### src/rtl/l1_cache_if.sv
// Bus interfaces for the L1 cache: core-side word port and physical-memory line port.
// Core port: the core is master, the cache is slave. Memory port: the cache is master.

interface l1_cache_if;
  logic        mem_read;
  logic        mem_write;
  logic [1:0]  mem_byte_enable;
  logic [15:0] mem_address;
  logic [15:0] mem_wdata;
  logic [15:0] mem_rdata;
  logic        mem_resp;

  modport master (
    output mem_read, mem_write, mem_byte_enable, mem_address, mem_wdata,
    input  mem_rdata, mem_resp
  );

  modport slave (
    input  mem_read, mem_write, mem_byte_enable, mem_address, mem_wdata,
    output mem_rdata, mem_resp
  );
endinterface

interface l1_pmem_if;
  logic         pmem_read;
  logic         pmem_write;
  logic [15:0]  pmem_address;
  logic [127:0] pmem_wdata;
  logic [127:0] pmem_rdata;
  logic         pmem_resp;

  modport master (
    output pmem_read, pmem_write, pmem_address, pmem_wdata,
    input  pmem_rdata, pmem_resp
  );

  modport slave (
    input  pmem_read, pmem_write, pmem_address, pmem_wdata,
    output pmem_rdata, pmem_resp
  );
endinterface

### src/rtl/l1_cache.sv
// Direct-mapped, write-back, write-allocate L1 cache with 16-byte lines.
// Hits answer in the same cycle; misses stall the core through WRITEBACK/FETCH.

module l1_cache #(
  parameter int NUM_SETS = 8
) (
  input  logic      clk,
  input  logic      reset,
  l1_cache_if.slave core,
  l1_pmem_if.master pmem
);

  localparam int IDX_W = $clog2(NUM_SETS);
  localparam int TAG_W = 12 - IDX_W;

  typedef enum logic [1:0] {
    IDLE,
    WRITEBACK,
    FETCH
  } state_t;

  state_t              state;
  logic [NUM_SETS-1:0] valid_q;
  logic [NUM_SETS-1:0] dirty_q;
  logic [TAG_W-1:0]    tag_q  [NUM_SETS];
  logic [127:0]        data_q [NUM_SETS];
  logic [11:0]         miss_line;

  logic [IDX_W-1:0] req_idx;
  logic [TAG_W-1:0] req_tag;
  logic [2:0]       word_sel;
  logic             req;
  logic             wr_op;
  logic             hit;
  logic             idle_hit;
  logic [IDX_W-1:0] fill_idx;
  logic [TAG_W-1:0] fill_tag;
  logic [127:0]     line_merged;

  assign req_idx  = core.mem_address[3+IDX_W:4];
  assign req_tag  = core.mem_address[15:4+IDX_W];
  assign word_sel = core.mem_address[3:1];
  assign req      = core.mem_read | core.mem_write;
  // A simultaneous read and write is serviced as a read only.
  assign wr_op    = core.mem_write & ~core.mem_read;
  assign hit      = valid_q[req_idx] && (tag_q[req_idx] == req_tag);
  assign idle_hit = (state == IDLE) && req && hit;

  // The fill target comes from the registered line address so a dropped request still fills correctly.
  assign fill_idx = pmem.pmem_address[3+IDX_W:4];
  assign fill_tag = pmem.pmem_address[15:4+IDX_W];

  assign core.mem_resp  = idle_hit;
  assign core.mem_rdata = data_q[req_idx][{word_sel, 4'd0} +: 16];

  always_comb begin
    line_merged = data_q[req_idx];
    if (core.mem_byte_enable[0]) begin
      line_merged[{word_sel, 4'd0} +: 8] = core.mem_wdata[7:0];
    end
    if (core.mem_byte_enable[1]) begin
      line_merged[{word_sel, 4'd8} +: 8] = core.mem_wdata[15:8];
    end
  end

  // Control state and registered memory-side outputs; reset aborts any transfer in flight.
  always_ff @(posedge clk or posedge reset) begin
    if (reset) begin
      state             <= IDLE;
      valid_q           <= '0;
      dirty_q           <= '0;
      miss_line         <= '0;
      pmem.pmem_read    <= 1'b0;
      pmem.pmem_write   <= 1'b0;
      pmem.pmem_address <= '0;
      pmem.pmem_wdata   <= '0;
    end else begin
      case (state)
        IDLE: begin
          if (req) begin
            if (hit) begin
              if (wr_op && (core.mem_byte_enable != 2'b00)) begin
                dirty_q[req_idx] <= 1'b1;
              end
            end else begin
              miss_line <= core.mem_address[15:4];
              if (valid_q[req_idx] && dirty_q[req_idx]) begin
                state             <= WRITEBACK;
                pmem.pmem_write   <= 1'b1;
                pmem.pmem_address <= {tag_q[req_idx], req_idx, 4'b0000};
                pmem.pmem_wdata   <= data_q[req_idx];
              end else begin
                state             <= FETCH;
                pmem.pmem_read    <= 1'b1;
                pmem.pmem_address <= {core.mem_address[15:4], 4'b0000};
              end
            end
          end
        end
        WRITEBACK: begin
          if (pmem.pmem_resp) begin
            state             <= FETCH;
            pmem.pmem_write   <= 1'b0;
            pmem.pmem_wdata   <= '0;
            pmem.pmem_read    <= 1'b1;
            pmem.pmem_address <= {miss_line, 4'b0000};
          end
        end
        FETCH: begin
          if (pmem.pmem_resp) begin
            state             <= IDLE;
            pmem.pmem_read    <= 1'b0;
            pmem.pmem_address <= '0;
            valid_q[fill_idx] <= 1'b1;
            dirty_q[fill_idx] <= 1'b0;
          end
        end
        default: state <= IDLE;
      endcase
    end
  end

  // Line data and tags are not reset; an edge coinciding with reset must not update them.
  always_ff @(posedge clk) begin
    if (!reset) begin
      if ((state == FETCH) && pmem.pmem_resp) begin
        data_q[fill_idx] <= pmem.pmem_rdata;
        tag_q[fill_idx]  <= fill_tag;
      end else if (idle_hit && wr_op) begin
        data_q[req_idx] <= line_merged;
      end
    end
  end

endmodule

### src/flat_wrapper.sv
// flat-port wrapper written by rule: the top's interface ports become plain ports
module l1_cache_flat 
#(
  parameter int NUM_SETS = 8
)
  (clk, reset, core_mem_read, core_mem_write, core_mem_byte_enable, core_mem_address, core_mem_wdata, core_mem_rdata, core_mem_resp, pmem_pmem_read, pmem_pmem_write, pmem_pmem_address, pmem_pmem_wdata, pmem_pmem_rdata, pmem_pmem_resp);
  l1_cache_if core_i ();
  l1_pmem_if pmem_i ();
  input  logic clk;
  input  logic reset;
  input wire logic [$bits(core_i.mem_read)-1:0] core_mem_read;
  input wire logic [$bits(core_i.mem_write)-1:0] core_mem_write;
  input wire logic [$bits(core_i.mem_byte_enable)-1:0] core_mem_byte_enable;
  input wire logic [$bits(core_i.mem_address)-1:0] core_mem_address;
  input wire logic [$bits(core_i.mem_wdata)-1:0] core_mem_wdata;
  output wire logic [$bits(core_i.mem_rdata)-1:0] core_mem_rdata;
  output wire logic [$bits(core_i.mem_resp)-1:0] core_mem_resp;
  output wire logic [$bits(pmem_i.pmem_read)-1:0] pmem_pmem_read;
  output wire logic [$bits(pmem_i.pmem_write)-1:0] pmem_pmem_write;
  output wire logic [$bits(pmem_i.pmem_address)-1:0] pmem_pmem_address;
  output wire logic [$bits(pmem_i.pmem_wdata)-1:0] pmem_pmem_wdata;
  input wire logic [$bits(pmem_i.pmem_rdata)-1:0] pmem_pmem_rdata;
  input wire logic [$bits(pmem_i.pmem_resp)-1:0] pmem_pmem_resp;
  assign core_i.mem_read = core_mem_read;
  assign core_i.mem_write = core_mem_write;
  assign core_i.mem_byte_enable = core_mem_byte_enable;
  assign core_i.mem_address = core_mem_address;
  assign core_i.mem_wdata = core_mem_wdata;
  assign core_mem_rdata = core_i.mem_rdata;
  assign core_mem_resp = core_i.mem_resp;
  assign pmem_pmem_read = pmem_i.pmem_read;
  assign pmem_pmem_write = pmem_i.pmem_write;
  assign pmem_pmem_address = pmem_i.pmem_address;
  assign pmem_pmem_wdata = pmem_i.pmem_wdata;
  assign pmem_i.pmem_rdata = pmem_pmem_rdata;
  assign pmem_i.pmem_resp = pmem_pmem_resp;
  l1_cache #(.NUM_SETS(NUM_SETS)) u_core (.clk(clk), .reset(reset), .core(core_i), .pmem(pmem_i));
endmodule
### config.mk
export PLATFORM = sky130hd
export DESIGN_NAME = l1_cache_flat
export DESIGN_NICKNAME = d
export VERILOG_FILES = /design/src/rtl/l1_cache_if.sv /design/src/rtl/l1_cache.sv /design/src/flat_wrapper.sv
export SDC_FILE = /design/constraint.sdc
export NUM_CORES = 2
export LEC_CHECK = 0
export CAP_MARGIN = 25
export CORE_MARGIN = 10
export CORE_UTILIZATION = 64
export CTS_CLUSTER_DIAMETER = 120
export CTS_CLUSTER_SIZE = 28
export DETAILED_ROUTE_END_ITERATION = 10
export PLACE_DENSITY_LB_ADDON = 0.05
export SLEW_MARGIN = 20
export SYNTH_ARGS = -nofsm -noshare
export SYNTH_HDL_FRONTEND = slang
export SYNTH_SLANG_ARGS = --single-unit
### constraint.sdc
create_clock -name clk -period 23.5 [get_ports clk]
set_input_delay 2.35 -clock clk [delete_from_list [all_inputs] [get_ports clk]]
set_output_delay 2.35 -clock clk [all_outputs]
set_load 0.05 [all_outputs]
==> impl_results.md <==
- P_leak: 18.6 nW
- RD Place Congestion: 0.893
- Proportion of layout cells with a drive suffix above 1: 8.02%
- Layout Cells excl Fill: 4474
- Post-CTS Setup Repair Bufs: 0
- Power Total: 4.33 mW
- CTS H-Tree Depth: 2
- FF-to-FF End: u_core.data_q[4][123]
- CP endpoint kind: output port
- Crit start category: input port
- Worst Path Required: 21.15 ns
- Flops & latches, synth: 1268
- Synthesized area per cell: 15.9 um^2
- Power Density: 77.0 nW/um^2
- Fmax: 98.2 MHz
- First-pass GRT wire length: 220000 um
- Root Driver: clkbuf_16
- Crit path max-delay family: buffers and inverters
- Worst-path clk slew: 0.11 ns
- DIE AREA: 90600 um^2
- Crit-path max FO: 58
- Clock Latency Late Sink: 0.68 ns
- Core area: 77800 um^2
- Max Cap Viol: 0
- Hold Crit Class: flip-flop to flip-flop
- Worst r2r src: u_core.valid_q[4]
- Post-CTS resize count: 0
- Cts bufs inserted: 51
- Hold Path Origin: u_core.valid_q[2]
- Std cell rows: 102
- Hold Crit Depth: 1
- Status: finished clean
- Hold Buf Count CTS: 0
- Crit path cell chain: buf_2 -> buf_4 -> nand2_1 -> nor2_4 -> buf_4 -> buf_4 -> a22oi_1 -> and4_1 -> mux4_2 -> mux2i_1 -> clkdlybuf4s50_1
- Nets: 3565
- WP depth: 11
- Tot GR Track Use: 33.3%
- IO Port Bufs: 324
- R2r setup slk: 18.55 ns
- Unrepaired setup endpoints after global routing: false
- DP Wirelength: 90000 um
- Setup ws final: 13.31 ns
- Register area share after synthesis: 73.7%
- Post-Synthesis Cells: 3173
- Post-synth EDFFs: 1096
- Pin count of the biggest net entering global routing: 129
- Congestion Overflow GR: 0
- Die Wd: 301 um
- Hold_ws: 0.472 ns
- Period utilization: 43.3%
- CP max stage cell: clkdlybuf4s50_1
- Drt first-iter violations: 4987
- Tmin final: 10.19 ns
- Fin. Hold Viols: 0
- Least-Margin Pin Slew: 1.12 ns
- Sum Neg Setup Slack: 0 ns
- Initial antenna violation count: 5
- Post-synth ARST share: 13.6%
- Worst reg2reg path depth: 9
- Peak VDD IR: 83.2 uV
- Sink Count: 1268
- Area Overhead vs Synth: 11.3%
- CP Data Arrival Time: 7.84 ns
- Worst Skew: 0.0444 ns
- Critical path class: input port to output port
- Die Ht: 301 um
- Final WL: 154000 um
- Vias: 32400
- Post-detailed-route count of antenna-violating nets: 0
- Ports: 330
- Count of pins over their slew limit: 0
- Most frequent CP cell: buf_4
- Initial core utilization: 64.9%
- Synth unique cells: 70
- Post-synth top flop: edfxtp_1
- Pre-CTS WS: 13.34 ns
- Post-Syn Area: 50500 um^2
- Crit-path max cell delay: 0.94 ns
- # DRC: 0
- Vias in the first global route: 31600
- DRT Pass-1 Iters: 6
- Placed Cells: 4371
- Final setup viols: 0
- Via-to-Cell Ratio: 7.24
- Hold Path Sink: u_core.valid_q[2]
- Routed WL per cell: 34.5 um
- Buf/Inv on CP: 5
- Synthesis Warnings: 0
- Max-slew headroom: 25.0%
- CTS tree: built
- Clock Path Buffers: 3
-- registers in the layout, indices dropped and copies added (netlist names) --
name and count:
u_core.miss_line 12, u_core.state 2, u_core.data_q 1024, u_core.valid_q 8
u_core.pmem.pmem_address 12, u_core.pmem.pmem_wdata 128, u_core.pmem.pmem_write 1, u_core.pmem.pmem_read 1
u_core.dirty_q 8, u_core.tag_q 72
-- worst reg2reg max path, stage by stage (launching register included) --
cell and delay, ns:
dfrtp_1 0.40, mux2_2 0.26, a221o_1 0.35, a22oi_1 0.45, nor3_1 0.14, nand4_1 0.21, or4_4 0.41, buf_4 0.81
buf_4 0.98, o21ai_0 0.56
-- logic make-up (layout without fill, tap and decap cells) --
logic type	after synthesis	after routing	share of synthesized area, %
buffers and inverters	257	511	2.38
other	1	8	0.00742
xor gates and xnor gates	8	8	0.139
muxes	191	191	5.07
DFF	1268	1268	73.7
AOI/OAI and AO/OA	983	983	13.9
and+or+nand+nor	456	456	4.61
adders and majority gates	9	9	0.223
-- per-stage QoR --
step           instance area (um^2)  util (%)
2_1_floorplan                 50500         -
3_3_place_gp                  54700      70.3
3_5_place_dp                  54700      70.3
4_1_cts                       56200      72.2
5_1_grt                       56200      72.2
6_report                      56200      72.2
-- Yosys cell counts (all sizes together) (2+ instances only) --
library cell  count  area share, %
a211o             2          0.035
a211oi           35           0.54
a21o             37           0.55
a21oi           105            1.0
a221o            10           0.20
a221oi           61            1.1
a22o             54           0.94
a22oi           380            5.6
a311oi            5          0.087
a31oi            13           0.16
and2              5          0.062
and3             14           0.17
and4             73            1.3
buf              91            1.1
clkbuf          143            1.1
dfrtp           172            8.5
edfxtp         1096             65
ha                9           0.22
inv              22           0.16
mux2             65            1.5
mux2i            83            1.7
mux4             43            1.9
nand2           174            1.3
nand2b            5          0.077
nand3            16           0.16
nand3b            2          0.030
nand4            16           0.20
nor2            111           0.83
nor2b             7          0.087
nor3             15           0.17
nor3b             4          0.059
nor4              3          0.050
o211ai            3          0.045
o21ai           164            1.6
o21bai            7           0.10
o221ai            4          0.082
o22a              3          0.052
o22ai             7          0.087
o2bb2ai          89            1.5
or2               2          0.025
or3               5          0.062
or4               2          0.030
xnor2             7           0.12
-- cell usage in the layout, fill, tap and decap left out, types with 8 or more instances in the layout --
cell	n
edfxtp_1	1096
a22oi_1	380
clkdlybuf4s50_1	319
nand2_1	174
dfrtp_1	172
nor2_1	104
a21oi_1	104
o21ai_1	90
o2bb2ai_1	89
mux2i_1	82
o21ai_0	74
and4_1	73
mux2_2	62
a221oi_1	61
buf_4	60
a22o_1	54
clkbuf_16	51
mux4_2	42
clkbuf_1	41
a21o_1	36
a211oi_1	33
inv_1	19
nand4_1	16
nand3_1	16
and3_1	14
a31oi_1	13
a221o_1	10
ha_1	9
buf_12	9
nor3_1	8
-- power breakdown --
part	leakage, nW	internal, mW	switching, mW	total [mW]
clock network	0.691	0.421	0.662	1.08
registers	12.2	2.58	0.0528	2.63
logic	5.74	0.183	0.434	0.617
total	18.6	3.18	1.15	4.33
-- worst max-delay path by stage --
stage / from / end / slack, ns
final: core_mem_address[5] / core_mem_rdata[12] / 13.31
after global placement: core_mem_address[5] / core_mem_rdata[12] / 13.37
after floorplan: reset / u_core.data_q[6][0] / 9.26
after detailed placement: core_mem_address[5] / core_mem_rdata[12] / 13.34
after CTS: core_mem_address[5] / core_mem_rdata[12] / 13.34
after global routing: core_mem_address[5] / core_mem_rdata[8] / 13.31
-- layer usage --
metal / vias to the layer above / wire (um) / track usage (%)
li1: 13200 / - / -
met1: 16300 / 55800 / 46.0
met3: 385 / 20900 / 8.83
met2: 2529 / 70300 / 50.0
met5: - / 61 / 0
met4: 10 / 7150 / 14.1
-- layout make-up --
class / count / area (um^2)
sequential: 1268 / 37200
fill: 4951 / 21600
multi-input combinational: 1651 / 12300
timing repair buffer: 394 / 3880
clock buffer: 92 / 1430
tap: 1040 / 1300
inverter: 23 / 93.8
clock inverter: 2 / 28.8
antenna: 4 / 10.0
Power figures use the tool's default switching activity.
